<file path="config.mk">
export PLATFORM = sky130hd
export DESIGN_NAME = pc_redirect_unit_flat
export DESIGN_NICKNAME = d
export VERILOG_FILES = /design/src/rtl/pc_redirect_unit_pkg.sv /design/src/rtl/pc_redirect_unit_if.sv /design/src/rtl/pc_redirect_unit_next_pc_calc.sv /design/src/rtl/pc_redirect_unit.sv /design/src/flat_wrapper.sv
export SDC_FILE = /design/constraint.sdc
export NUM_CORES = 1
export LEC_CHECK = 0
export ABC_CLOCK_PERIOD_IN_PS = 6200
export BUFFER_PORTS_ARGS = -buffer_cell sky130_fd_sc_hd__buf_2
export CAP_MARGIN = 10
export CORE_MARGIN = 2
export CORE_UTILIZATION = 48
export DETAILED_ROUTE_END_ITERATION = 10
export MAX_ROUTING_LAYER = met4
export PLACE_DENSITY = 0.79
export SYNTH_ARGS = -nofsm -noshare
export SYNTH_HDL_FRONTEND = slang
export SYNTH_SLANG_ARGS = --single-unit
</file>
<file path="constraint.sdc">
create_clock -name clk -period 6.2 [get_ports clk]
set_clock_uncertainty 0.05 [all_clocks]
set_input_delay 0.31 -clock clk [delete_from_list [all_inputs] [get_ports clk]]
set_output_delay 0.31 -clock clk [all_outputs]
set_load 0.05 [all_outputs]
</file>
<file path="src/rtl/pc_redirect_unit_pkg.sv">
// Shared types and constants for the PC / fetch-redirect stage.
// FSM encoding, target-adder request/response structs, sequential-PC helper.
package pc_redirect_unit_pkg;
  localparam int XLEN        = 32;
  localparam int INSTR_BYTES = 4;
  localparam int FCNT_W      = 3;

  localparam logic [0:0] ST_BOOT = 1'b0;
  localparam logic [0:0] ST_RUN  = 1'b1;

  typedef struct packed {
    logic            is_jalr;
    logic [XLEN-1:0] pc;
    logic [XLEN-1:0] imm;
    logic [XLEN-1:0] rs1;
  } tgt_req_t;

  typedef struct packed {
    logic [XLEN-1:0] target;
    logic            misaligned;
  } tgt_rsp_t;

  function automatic logic [XLEN-1:0] seq_pc(input logic [XLEN-1:0] cur);
    return cur + XLEN'(INSTR_BYTES);
  endfunction
endpackage

</file>
<file path="src/rtl/pc_redirect_unit_if.sv">
// EX-side redirect inputs plus instruction-memory request handshake.
// slave = the redirect unit, master = the core / memory side driving it.
interface pc_redirect_unit_if;
  import pc_redirect_unit_pkg::*;
  logic            ex_valid;
  logic            ex_is_branch;
  logic            ex_is_jal;
  logic            ex_is_jalr;
  logic            branch_taken;
  logic [XLEN-1:0] ex_pc;
  logic [XLEN-1:0] ex_imm;
  logic [XLEN-1:0] ex_rs1;
  logic            stall;
  logic            imem_ready;
  logic            imem_req_valid;
  logic [XLEN-1:0] imem_addr;
  logic [XLEN-1:0] pc;
  logic            flush;
  logic            misalign_trap;
  logic [XLEN-1:0] trap_tval;

  modport slave (
    input  ex_valid, ex_is_branch, ex_is_jal, ex_is_jalr, branch_taken,
           ex_pc, ex_imm, ex_rs1, stall, imem_ready,
    output imem_req_valid, imem_addr, pc, flush, misalign_trap, trap_tval
  );

  modport master (
    output ex_valid, ex_is_branch, ex_is_jal, ex_is_jalr, branch_taken,
           ex_pc, ex_imm, ex_rs1, stall, imem_ready,
    input  imem_req_valid, imem_addr, pc, flush, misalign_trap, trap_tval
  );
endinterface

</file>
<file path="src/rtl/pc_redirect_unit_next_pc_calc.sv">
// Combinational redirect target: base + imm, JALR LSB clear, word-alignment check.
module next_pc_calc
  import pc_redirect_unit_pkg::*;
(
  input  tgt_req_t req,
  output tgt_rsp_t rsp
);
  logic [XLEN-1:0] base;
  logic [XLEN-1:0] sum;

  assign base = req.is_jalr ? req.rs1 : req.pc;
  assign sum  = base + req.imm;

  always_comb begin
    rsp            = '0;
    rsp.target     = req.is_jalr ? {sum[XLEN-1:1], 1'b0} : sum;
    // bit 0 of a branch/JAL target is zero by encoding; only bit 1 can fault
    rsp.misaligned = rsp.target[1];
  end
endmodule

</file>
<file path="src/rtl/pc_redirect_unit.sv">
// PC register, boot FSM, redirect/trap handling and wrong-path flush counter.
module pc_redirect_unit
  import pc_redirect_unit_pkg::*;
#(
  parameter logic [XLEN-1:0] RESET_VECTOR = 32'h0000_0000,
  parameter logic [XLEN-1:0] TRAP_VECTOR  = 32'h0000_0100,
  parameter int              FLUSH_CYCLES = 2
)(
  input logic            clk,
  input logic            rst,
  pc_redirect_unit_if.slave bus
);
  logic [XLEN-1:0]   pc_q;
  logic [0:0]        state_q;
  logic [FCNT_W-1:0] fcnt_q;
  logic              trap_q;
  logic [XLEN-1:0]   tval_q;

  logic     req_valid;
  logic     flush;
  logic     take;
  logic     redirect;
  tgt_req_t treq;
  tgt_rsp_t trsp;

  assign req_valid = (state_q == ST_RUN);
  assign flush     = (fcnt_q != '0);
  assign take      = (bus.ex_is_branch & bus.branch_taken) | bus.ex_is_jal | bus.ex_is_jalr;
  // anything EX presents while flushing is itself wrong-path
  assign redirect  = bus.ex_valid & ~flush & take;

  always_comb begin
    treq         = '0;
    treq.is_jalr = bus.ex_is_jalr;
    treq.pc      = bus.ex_pc;
    treq.imm     = bus.ex_imm;
    treq.rs1     = bus.ex_rs1;
  end

  next_pc_calc u_calc (
    .req (treq),
    .rsp (trsp)
  );

  always_ff @(posedge clk) begin
    if (rst) begin
      pc_q    <= RESET_VECTOR;
      state_q <= ST_BOOT;
      fcnt_q  <= '0;
      trap_q  <= 1'b0;
      tval_q  <= '0;
    end else begin
      state_q <= ST_RUN;
      trap_q  <= 1'b0;
      fcnt_q  <= flush ? fcnt_q - 1'b1 : fcnt_q;
      if (redirect) begin
        fcnt_q <= FCNT_W'(FLUSH_CYCLES);
        if (trsp.misaligned) begin
          pc_q   <= TRAP_VECTOR;
          trap_q <= 1'b1;
          tval_q <= trsp.target;
        end else begin
          pc_q <= trsp.target;
        end
      end else if (!bus.stall && req_valid && bus.imem_ready) begin
        pc_q <= seq_pc(pc_q);
      end
    end
  end

  assign bus.imem_req_valid = req_valid;
  assign bus.imem_addr      = pc_q;
  assign bus.pc             = pc_q;
  assign bus.flush          = flush;
  assign bus.misalign_trap  = trap_q;
  assign bus.trap_tval      = tval_q;
endmodule

</file>
<file path="src/flat_wrapper.sv">
// flat-port wrapper written by rule: the top's interface ports become plain ports
module pc_redirect_unit_flat import pc_redirect_unit_pkg::*;
#(
  parameter logic [XLEN-1:0] RESET_VECTOR = 32'h0000_0000,
  parameter logic [XLEN-1:0] TRAP_VECTOR  = 32'h0000_0100,
  parameter int              FLUSH_CYCLES = 2
)
  (clk, rst, bus_ex_valid, bus_ex_is_branch, bus_ex_is_jal, bus_ex_is_jalr, bus_branch_taken, bus_ex_pc, bus_ex_imm, bus_ex_rs1, bus_stall, bus_imem_ready, bus_imem_req_valid, bus_imem_addr, bus_pc, bus_flush, bus_misalign_trap, bus_trap_tval);
  pc_redirect_unit_if bus_i ();
  input logic clk;
  input logic rst;
  input wire logic [$bits(bus_i.ex_valid)-1:0] bus_ex_valid;
  input wire logic [$bits(bus_i.ex_is_branch)-1:0] bus_ex_is_branch;
  input wire logic [$bits(bus_i.ex_is_jal)-1:0] bus_ex_is_jal;
  input wire logic [$bits(bus_i.ex_is_jalr)-1:0] bus_ex_is_jalr;
  input wire logic [$bits(bus_i.branch_taken)-1:0] bus_branch_taken;
  input wire logic [$bits(bus_i.ex_pc)-1:0] bus_ex_pc;
  input wire logic [$bits(bus_i.ex_imm)-1:0] bus_ex_imm;
  input wire logic [$bits(bus_i.ex_rs1)-1:0] bus_ex_rs1;
  input wire logic [$bits(bus_i.stall)-1:0] bus_stall;
  input wire logic [$bits(bus_i.imem_ready)-1:0] bus_imem_ready;
  output wire logic [$bits(bus_i.imem_req_valid)-1:0] bus_imem_req_valid;
  output wire logic [$bits(bus_i.imem_addr)-1:0] bus_imem_addr;
  output wire logic [$bits(bus_i.pc)-1:0] bus_pc;
  output wire logic [$bits(bus_i.flush)-1:0] bus_flush;
  output wire logic [$bits(bus_i.misalign_trap)-1:0] bus_misalign_trap;
  output wire logic [$bits(bus_i.trap_tval)-1:0] bus_trap_tval;
  assign bus_i.ex_valid = bus_ex_valid;
  assign bus_i.ex_is_branch = bus_ex_is_branch;
  assign bus_i.ex_is_jal = bus_ex_is_jal;
  assign bus_i.ex_is_jalr = bus_ex_is_jalr;
  assign bus_i.branch_taken = bus_branch_taken;
  assign bus_i.ex_pc = bus_ex_pc;
  assign bus_i.ex_imm = bus_ex_imm;
  assign bus_i.ex_rs1 = bus_ex_rs1;
  assign bus_i.stall = bus_stall;
  assign bus_i.imem_ready = bus_imem_ready;
  assign bus_imem_req_valid = bus_i.imem_req_valid;
  assign bus_imem_addr = bus_i.imem_addr;
  assign bus_pc = bus_i.pc;
  assign bus_flush = bus_i.flush;
  assign bus_misalign_trap = bus_i.misalign_trap;
  assign bus_trap_tval = bus_i.trap_tval;
  pc_redirect_unit #(.RESET_VECTOR(RESET_VECTOR), .TRAP_VECTOR(TRAP_VECTOR), .FLUSH_CYCLES(FLUSH_CYCLES)) u_core (.clk(clk), .rst(rst), .bus(bus_i));
endmodule
</file>
; Word level (Yosys, flattened, before mapping)
; Index checks and enable logic that the tools add are counted.
[classes]
add_sub_neg = 3
mul = 0
div_mod_pow = 0
n_lt_le_gt_ge = 0
n_eq_ne = 0
shift = 0
n_mux = 9
bitwise_logic = 7
reduce_logical = 9
[ops]
columns = op, count
row1 = $mux 32, 4
row2 = $add 32x3->32 const B, 1
row3 = $add 32x32->32, 1
row4 = $mux 2, 2
row5 = $reduce_bool 2->1, 2
row6 = $reduce_or 2->1, 2
row7 = $and 1x1->1, 3
row8 = $mux 1, 3
row9 = $reduce_bool 3->1, 1
row10 = $sub 3x1->3 const B, 1
row11 = $logic_and 1x1->1, 2
row12 = $not 1->1, 2
row13 = $or 1x1->1, 2
row14 = $reduce_and 2->1, 1
row15 = $logic_not 1->1, 1
[totals]
regBits = 69
latchBits = 0
ram_bits = 0
romBits = 0
in_bits = 105
out_inout_bits = 99
elab_cells = 34
n_memories = 0

; Depth between registers and ports, before layout
; Gate-level depths: netlist of the first run.
[depth]
ltp_word = 6
depth_mapped = 13
ltp_nobuf = 11

; Cells and area by module
; From an unflattened synthesis of the first run, not the netlist that was laid out.
[hier_totals]
cells_unflattened = 695
hier_area_um2 = 5520.3
[by_module_without_submodules]
columns = module, n_inst, cells_per_inst, area_per_inst_um2, seq_area_each_um2
row1 = pc_redirect_unit, 1, 433, 3468.3, 1381.3
row2 = next_pc_calc, 1, 262, 2052.0, 0.0

; Worst setup path after synthesis of the first run
; No wires, ideal clock.
[synth_path]
kind = input to register
start = input bus_ex_is_jalr
end = register u_core.tval_q[28] (netlist: u_core.bus.trap_tval[28])
setup_time_ns = 0.063
t_arrival_ns = 3.427
required_ns = 6.087
slack_ns = 2.660
cell_stages = 12
path_buffers = 2
cell_sequence = clkbuf_1 > buf_1 > mux2_2 > ha_1 > o211ai_1 > o21ai_2 > o2111ai_2 > o41ai_4 > a31oi_2 > o311a_1 > or4_1 > nand3_1
[synth_via]
elab_chain_len = 3
elab_cells_between_ends = 5
cone_classes = add/sub: 1 / mux: 1 / bitwise: 2 / reduce/logical: 1
[synth_lines]
columns = item, line
row1 = from (decl), flat_wrapper.sv:15  ; input wire logic [$bits(bus_i.ex_is_jalr)-1:0] bus_ex_is_jalr;
row2 = $mux 32 / $or 1x1->1 (equally long branches), "pc_redirect_unit_next_pc_calc.sv:11, pc_redirect_unit.sv:28"
row3 = $add 32x32->32 / $and 1x1->1 (equally long branches), "pc_redirect_unit_next_pc_calc.sv:12, pc_redirect_unit.sv:30"
row4 = $reduce_and 2->1 (no source line), --
row5 = to (signal assigned), pc_redirect_unit.sv:61  ; tval_q <= trsp.target;
row6 = to (decl), pc_redirect_unit.sv:17  ; logic [XLEN-1:0] tval_q;
; Parallel ways exist; a longest one is shown, timed or not.
; A chain may end at the register's enable or synchronous reset.

==> results.yml, run 1 <==
yosys:
  ys.flop_type: "dfxtp_1"
  syn_avg_cell_area_um2: 7.71
  synth_cells: 689
  yosysSeqAreaShare_pct: 25.6
  ys_top_cells_by_area: "dfxtp_1, ha_1, mux2_2"
  synth_async_sr_flop_share_pct: 0
  yosysUniqueCellTypes: 61
  netlist_area_um2: 5320
  yosysTopAreaCellShare_pct: 25.6
  synth-seq-cells: 68
  yosys_warnings: 0
  yosys.area.top_type: "dfxtp_1"
  synth_edf_count: 0
place:
  hpwl_mm: 12.0
  placedCellCount: 968
  portBuffers: 201
  place_congestion: 0.941
setup_path:
  path_max_fanout: 35
  cp-start-kind: "primary input"
  required_ns: 6.42
  critical_path_class: "in2reg"
  end_kind: "flop"
  crit_arrival_ns: 3.93
min_path:
  hold_path_class: "in2reg"
power:
  p_leak_uw: 0.00293
  p_per_area_nw_per_um2: 306
  vdd_drop_max_uv: 275
  finalPower_uw: 1940
clock_tree:
  numCtsBuffers: 9
  htreeDepth: 3
  cts_root_buffer: "clkbuf_8"
  cts_hold_buf: 0
  clock_latency_ns: 0.35
  tritoncts: "built"
  cts_resized: 0
  cts_max_path_buffers: 2
  numClockSinks: 68
  clk_pin_slew_ns: 0.07
  cts_setup_buffers: 0
floorplanning:
  die_h_um: 109
  die_area_um2: 11900
  initial_core_util_pct: 49.0
  io-pin-count: 204
  die_x_um: 109
  coreArea_um2: 10800
  rows: 38
status:
  status: "finished clean"
finish:
  drive_above_1_share_pct: 30.6
  fin_util_pct: 58.5
  layout.nets: 978
  diodes: 0
  syn2layout_area_growth_pct: 19.3
  mostFrequentLayoutCells: "buf_2, nand2_1, dfxtp_1, a21oi_1, nor2_1"
  fin_cells: 984
  final_common_cell: "buf_2"
timing:
  fmax_mhz: 269
  period_share_pct: 59.9
  tightest_slew_ns: 0.869
  maxSlewHeadroom_pct: 42.1
  fin_setup_tns_ns: 0
  finalHoldViolCount: 0
  setup_viol: 0
  post-route-min-period_ns: 3.71
  timing.hold.ws_ns: 0.400
  slew_violations: 0
  rsz0062_at_grt: "no"
detailed_routing:
  postRouteAntennaNets: 0
  wl_per_cell_um: 15.8
  route.detailed.drc: 0
  first_pass_iters: 5
  via_per_inst: 5.77
  vias: 5678
  drt-initial-drc-count: 483
  wl_mm: 15.5
global_route:
  grt.overflow.total: 0
  antenna_found_initial: 0
  grt_max_degree: 41
  track_usage_pct: 26.8
  first_global_vias: 5027
  grt_pass1_wl_mm: 24.6
flow_run:
  drv_cap: 0
## layer usage
metal | part of all wire, % | vias to the layer above | GRT usage (%) | wire (um)
li1 | - | 2767 | - | -
met1 | 45 | 2630 | 36.5 | 6970
met2 | 44 | 246 | 40.2 | 6870
met3 | 8.2 | 35 | 4.06 | 1270
met4 | 2.5 | 0 | 10.1 | 393
met5 | 0 | - | - | 0
## critical path, stage by stage
cell      delay (ns)
buf_2           0.62
mux2_2          0.41
ha_1            0.21
fa_1            0.62
and2_1          0.74
nand2_1         0.41
or4_1           0.50
o211ai_1        0.09
## final cells by class
| type | instances | area (um2) |
|---|---|---|
| sequential | 68 | 1360 |
| fill | 1043 | 4500 |
| clock inverter | 4 | 48.8 |
| multi-input combinational | 547 | 3550 |
| inverter | 9 | 33.8 |
| clock buffer | 12 | 145 |
| tap | 140 | 175 |
| timing repair buffer | 204 | 1030 |
## per-stage QoR
| step | worst slack, ns | area [um2] |
|---|---|---|
| floorplan | 2.66 | 5320 |
| global placement | 2.31 | 6150 |
| detailed placement | 2.19 | 6150 |
| CTS | 2.55 | 6340 |
| global route | 2.20 | 6340 |
| finish | 2.49 | 6340 |
## cell families after synthesis
family | Yosys count | synth area share (%)
other | 1 | 0.0706
AO/OA/AOI/OAI | 178 | 21.1
AND/OR/NAND/NOR | 251 | 22.4
XOR/XNOR | 50 | 8.24
adder cells (fa/ha/maj) | 34 | 8.15
flip-flops | 68 | 25.6
multiplexers | 32 | 6.76
buffers and inverters | 75 | 7.72
## cells in the mapped netlist, types with 2 or more instances
master / count
a211oi_1: 7
a31oi_1: 10
o21ai_0: 31
or2_2: 2
a21oi_1: 66
o21a_1: 5
buf_1: 3
xnor2_1: 26
and3b_1: 2
mux2_2: 31
nand2b_1: 4
xor2_1: 24
nand4_1: 13
inv_1: 9
nor4_1: 5
ha_1: 33
a41oi_1: 2
a211o_1: 4
nand3b_1: 5
buf_4: 34
and3_1: 9
a22oi_1: 3
nand3_1: 31
nor2_1: 54
nand2_1: 86
nor2b_1: 6
or3_1: 3
o31ai_1: 5
dfxtp_1: 68
o21bai_1: 2
o211ai_1: 3
clkbuf_1: 28
a311oi_1: 2
nor3_1: 18
and2_1: 4
a21o_1: 8
and4_1: 2
or4_1: 4
o22ai_1: 15
## sequential cells by signal (all words and copies together) (netlist names)
register	cells
u_core.bus.trap_tval	32
u_core.bus.imem_addr	31
u_core.fcnt_q	3
u_core.bus.imem_req_valid	1
u_core.bus.misalign_trap	1
## final timing paths
path                                 start                  endpoint  slack, ns  depth (start not counted)
hold / removal               bus_ex_imm[0]   u_core.bus.trap_tval[0]       0.40                          4
setup reg to reg          u_core.fcnt_q[0]  u_core.bus.trap_tval[24]       3.13                          7
setup / recovery            bus_ex_is_jalr  u_core.bus.trap_tval[24]       2.49                          8
hold reg to reg   u_core.bus.trap_tval[15]  u_core.bus.trap_tval[15]       0.40                          2
## where the power goes
group	internal [uW]	leakage (uW)	switching (uW)
Combinational	286	0.00228	714
Sequential	505	0.000553	69.0
Clock	196	0.000100	172
Total	987	0.00293	955
Power figures use the tool's default switching activity.
==> run 2, diff against run 1 <==
--- a/config.mk
+++ b/config.mk
@@ -5,14 +5,14 @@
 export SDC_FILE = /design/constraint.sdc
 export NUM_CORES = 1
 export LEC_CHECK = 0
-export ABC_CLOCK_PERIOD_IN_PS = 6200
+export ABC_CLOCK_PERIOD_IN_PS = 3210
 export BUFFER_PORTS_ARGS = -buffer_cell sky130_fd_sc_hd__buf_2
 export CAP_MARGIN = 10
 export CORE_MARGIN = 2
-export CORE_UTILIZATION = 48
+export CORE_UTILIZATION = 45
 export DETAILED_ROUTE_END_ITERATION = 10
 export MAX_ROUTING_LAYER = met4
-export PLACE_DENSITY = 0.79
+export PLACE_DENSITY = 0.77
 export SYNTH_ARGS = -nofsm -noshare
 export SYNTH_HDL_FRONTEND = slang
 export SYNTH_SLANG_ARGS = --single-unit
==> constraint.sdc (replaced) <==
create_clock -name clk -period 3.21 [get_ports clk]
set_clock_uncertainty 0.05 [all_clocks]
set_input_delay 0.1605 -clock clk [delete_from_list [all_inputs] [get_ports clk]]
set_output_delay 0.1605 -clock clk [all_outputs]
set_load 0.05 [all_outputs]
==> run 2 against run 1 <==
  * Hold slack got worse by 0.25 ns
  * First-iteration DRC count decreased by 26%
  * Die area rose by 6.4%
  * Register-to-register slack got worse by 2.4 ns
  * Via count fell by 0.62%
  * Critical path type unchanged
  * Combinational power up 100%
  * Sequential share of layout area decreased by 1.1 points
==> results.yml, run 2 (same netlist as run 1, synthesis figures left out) <==
detailed_routing:
  wl_mm: 15.7
  vias: 5643
  postRouteAntennaNets: 0
  wl_per_cell_um: 15.4
  first_pass_iters: 5
  via_per_inst: 5.54
  drt-initial-drc-count: 358
  route.detailed.drc: 0
global_route:
  antenna_found_initial: 0
  grt_pass1_wl_mm: 25.2
  track_usage_pct: 25.1
  grt_max_degree: 40
  first_global_vias: 5197
  grt.overflow.total: 0
floorplanning:
  die_h_um: 113
  io-pin-count: 204
  rows: 39
  coreArea_um2: 11500
  die_area_um2: 12700
  initial_core_util_pct: 46.4
  die_x_um: 113
clock_tree:
  cts_hold_buf: 0
  clk_pin_slew_ns: 0.05
  cts_resized: 0
  cts_max_path_buffers: 2
  numClockSinks: 68
  htreeDepth: 3
  clock_latency_ns: 0.33
  tritoncts: "built"
  cts_setup_buffers: 0
  numCtsBuffers: 9
  cts_root_buffer: "clkbuf_16"
power:
  p_per_area_nw_per_um2: 600
  vdd_drop_max_uv: 463
  seqPwrFrac_pct: 27.6
  p_sw_share_pct: 46.5
  p_int_uw: 2140
  p_sw_uw: 1860
  p_leak_uw: 0.00313
  clkPwrFrac_pct: 22.4
  comb_power_share_pct: 50.0
timing:
  maxSlewHeadroom_pct: 57.2
  timing.hold.ws_ns: 0.146
  rsz0062_at_grt: "no"
  setup_viol: 0
  period_share_pct: 92.6
  slew_violations: 0
  post-route-min-period_ns: 2.97
  fmax_mhz: 336
  finalHoldViolCount: 0
  tightest_slew_ns: 0.637
finish:
  layout.nets: 1011
  syn2layout_area_growth_pct: 25.7
  drive_above_1_share_pct: 33.1
  mostFrequentLayoutCells: "buf_2, nand2_1, dfxtp_1, a21oi_1, nor2_1"
  fin_cells: 1019
  diodes: 0
  largest_reg_flops: 32
  final_common_cell: "buf_2"
setup_path:
  path_max_fanout: 6
  end_kind: "flop"
  cp_cell_sequence: "buf_2 -> mux2_2 -> ha_1 -> fa_1 -> a211oi_1 -> o21ai_2 -> o2111ai_2 -> a31o_2 -> o22ai_1 -> a41oi_1 -> xor2_1 -> o22ai_1"
  slowest_delay_ns: 0.40
  crit_arrival_ns: 3.11
  crit_buf_inv: 1
  critPathMostFrequentCell: "o22ai_1"
  cp-start-kind: "primary input"
  critical_path_class: "in2reg"
  required_ns: 3.35
  crit_family: "compound AO/OA/AOI/OAI gates"
  critPathSlowestCell: "fa_1"
status:
  status: "finished clean"
place:
  placedCellCount: 1004
  portBuffers: 201
  hpwl_mm: 12.5
  place_congestion: 0.940
flow_run:
  drv_cap: 0
min_path:
  hold_path_class: "in2reg"
==> run 2: cell types whose count changed in the layout (fill, tap and decap cells not counted) <==
| cell | previous run | this run |
|---|---|---|
| buf_4 | 3 | 35 |
| clkinv_4 | 1 | 0 |
| bufinv_16 | 1 | 0 |
| clkbuf_16 | 0 | 9 |
| buf_12 | 0 | 1 |
| clkbuf_8 | 10 | 2 |
==> run 2: path summary, 6_finish.rpt <==
path	start	endpoint	slack, ns	cells past startpoint
worst min-delay path	rst	u_core.bus.imem_req_valid	0.15	2
worst min register to register	u_core.bus.trap_tval[16]	u_core.bus.trap_tval[16]	0.40	2
worst max register to register	u_core.fcnt_q[0]	u_core.bus.trap_tval[24]	0.71	7
worst max-delay path	bus_ex_is_jalr	u_core.bus.imem_addr[26]	0.24	12
==> run 2: layout make-up <==
class | count | area, um2
fill | 1057 | 4790
tap | 143 | 179
inverter | 9 | 33.8
clock inverter | 2 | 10.0
timing repair buffer | 237 | 1290
sequential | 68 | 1360
clock buffer | 13 | 260
multi-input combinational | 547 | 3550
==> run 2: metal layers <==
| layer | global-route usage, % | vias to the layer above | routed length [um] |
|---|---|---|---|
| met4 | 8.05 | 0 | 250 |
| met1 | 34.3 | 2553 | 7340 |
| li1 | - | 2828 | - |
| met5 | - | - | 0 |
| met3 | 3.29 | 22 | 1090 |
| met2 | 38.6 | 240 | 7000 |
==> run 2: worst reg2reg max path, delay by kind of cell, from the launching register on <==
kind,cells,cell delay (ns)
AND/OR/NAND/NOR,5,1.65
flip-flops,1,0.33
adder cells (fa/ha/maj),1,0.30
AO/OA/AOI/OAI,1,0.09
==> run 2: power by group through the flow <==
stage | registers [uW] | logic [uW] | clock network (uW)
6_report | 1110 | 2000 | 897
5_1_grt | 1120 | 2160 | 948
4_1_cts | 1100 | 1990 | 906
3_5_place_dp | 1120 | 1980 | 0
3_3_place_gp | 1120 | 1970 | 0
2_1_floorplan | 1490 | 1120 | 0
==> run 2: metrics by stage <==
step | TNS (ns) | setup WS (ns) | util [%] | cell area, um2 | power, uW
floorplan | -0.0404 | -0.0404 | - | 5320 | 2610
global placement | 0 | 0.0130 | 55.9 | 6410 | 3090
detailed placement | -0.0531 | -0.0262 | 55.9 | 6410 | 3100
CTS | 0 | 0.236 | 58.3 | 6680 | 4000
global route | 0 | 0.0590 | 58.3 | 6680 | 4230
finish | 0 | 0.238 | 58.3 | 6680 | 4000
==> run 3, diff against run 2 <==
--- a/config.mk
+++ b/config.mk
@@ -9,10 +9,10 @@
 export BUFFER_PORTS_ARGS = -buffer_cell sky130_fd_sc_hd__buf_2
 export CAP_MARGIN = 10
 export CORE_MARGIN = 2
-export CORE_UTILIZATION = 45
+export CORE_UTILIZATION = 37
 export DETAILED_ROUTE_END_ITERATION = 10
 export MAX_ROUTING_LAYER = met4
-export PLACE_DENSITY = 0.77
+export PLACE_DENSITY = 0.66
 export SYNTH_ARGS = -nofsm -noshare
 export SYNTH_HDL_FRONTEND = slang
 export SYNTH_SLANG_ARGS = --single-unit
==> run 3 against run 2 <==
  * Die area increased by 21%
  * Cell area rose by 2.2%
  * Clock power is 18% higher
  * Critical path type unchanged
  * Critical endpoint is now u_core.bus.imem_addr[30]
  * Largest cell class unchanged
==> results.yml, run 3 (same netlist as run 1, synthesis figures left out) <==
setup_path:
  cp-start-kind: "primary input"
  required_ns: 3.37
  cp_cell_sequence: "buf_2 -> mux2_2 -> ha_1 -> fa_1 -> a211oi_1 -> o21ai_2 -> o2111ai_2 -> a31o_2 -> o22ai_1 -> a21boi_0 -> xor2_1 -> o22ai_1"
  crit_family: "compound AO/OA/AOI/OAI gates"
  slowest_delay_ns: 0.39
  crit_path_start: "bus_ex_is_jalr"
  r2r_start: "u_core.fcnt_q[0]"
  crit_arrival_ns: 3.14
  critical_path_class: "in2reg"
  end_kind: "flop"
  crit_buf_inv: 1
  critPathMostFrequentCell: "o22ai_1"
  critPathSlowestCell: "fa_1"
  path_max_fanout: 7
place:
  placedCellCount: 1048
  place_ws_ns: -0.0339
  placed_area_um2: 6510
  place_congestion: 1.00
  hpwl_mm: 13.2
  portBuffers: 201
power:
  vdd_drop_max_uv: 257
  p_per_area_nw_per_um2: 614
  p_sw_share_pct: 45.2
  p_int_uw: 2300
  comb_power_share_pct: 48.2
  seqPwrFrac_pct: 26.5
  p_leak_uw: 0.00318
  p_sw_uw: 1900
  clkPwrFrac_pct: 25.3
floorplanning:
  die_x_um: 124
  initial_core_util_pct: 38.1
  rows: 43
  die_h_um: 124
  die_area_um2: 15300
  coreArea_um2: 13900
  io-pin-count: 204
detailed_routing:
  vias: 5685
  postRouteAntennaNets: 0
  drt-initial-drc-count: 399
  wl_mm: 16.5
  route.detailed.drc: 0
  wl_per_cell_um: 15.5
  first_pass_iters: 5
  via_per_inst: 5.34
clock_tree:
  tritoncts: "built"
  numCtsBuffers: 9
  cts_hold_buf: 0
  clk_pin_slew_ns: 0.05
  cts_root_buffer: "clkbuf_16"
  cts_max_path_buffers: 2
  cts_setup_buffers: 0
  htreeDepth: 3
  clock_latency_ns: 0.33
  cts_resized: 0
  numClockSinks: 68
finish:
  n_fill_cell: 1395
  fin_util_pct: 49.0
  diodes: 0
  final_area_um2: 6830
  mostFrequentLayoutCells: "buf_2, nand2_1, dfxtp_1, a21oi_1, nor2_1"
  fin_cells: 1064
  largest_reg_flops: 32
  final_common_cell: "buf_2"
  layout.nets: 1018
  syn2layout_area_growth_pct: 28.5
  drive_above_1_share_pct: 33.7
min_path:
  hp-start: "bus_ex_imm[0]"
  hold_path_class: "in2reg"
global_route:
  track_usage_pct: 22.1
  grt_max_degree: 41
  grt_pass1_wl_mm: 25.8
  antenna_found_initial: 0
  grt.overflow.total: 0
  first_global_vias: 5147
timing:
  rsz0062_at_grt: "no"
  post-route-min-period_ns: 2.98
  fmax_mhz: 336
  setup_viol: 0
  slew_violations: 0
  tightest_slew_ns: 0.772
  setup_ws_ns: 0.233
  period_share_pct: 92.7
  finalHoldViolCount: 0
  maxSlewHeadroom_pct: 48.5
status:
  status: "finished clean"
flow_run:
  drv_cap: 0
==> run 3: through the flow <==
stage	hold WS, ns	power, uW	setup TNS, ns
3_3_place_gp	0.390	3120	0
2_1_floorplan	0.297	2610	-0.0404
6_report	0.252	4200	0
3_5_place_dp	0.393	3130	-0.0506
5_1_grt	0.268	4430	0
4_1_cts	0.231	4200	0
==> run 3: final timing paths <==
check / end / slack [ns] / cells after the start
hold reg to reg: u_core.bus.trap_tval[9] / 0.40 / 2
hold / removal: u_core.bus.trap_tval[0] / 0.25 / 4
setup / recovery: u_core.bus.imem_addr[30] / 0.23 / 12
setup reg to reg: u_core.bus.trap_tval[24] / 0.78 / 7
==> run 3: worst min-delay path, cell delays in order <==
cell and delay, ns:
buf_2 0.08, ha_1 0.15, nand3b_1 0.08, a21oi_1 0.12
==> run 3: cell type report <==
class                      instances  area (um2)  share of cell area, %
multi-input combinational        547        3550                   52.0
sequential                        68        1360                   19.9
timing repair buffer             244        1340                   19.6
clock buffer                      12         246                   3.61
tap                              180         225                   3.30
clock inverter                     4        72.6                   1.06
inverter                           9        33.8                  0.495
==> run 3: routing by layer <==
metal / part of all wire [%] / global-route usage [%]
met4: 1.5 / 6.96
met3: 7.2 / 2.79
met1: 46 / 29.3
met5: 0 / -
met2: 46 / 34.9
==> run 3: power by group through the flow <==
stage | Combinational [uW] | Clock [uW] | Sequential (uW)
after floorplan | 1120 | 0 | 1490
after global placement | 2000 | 0 | 1120
after detailed placement | 2010 | 0 | 1130
after CTS | 2020 | 1070 | 1110
after global routing | 2190 | 1110 | 1130
final | 2020 | 1060 | 1110
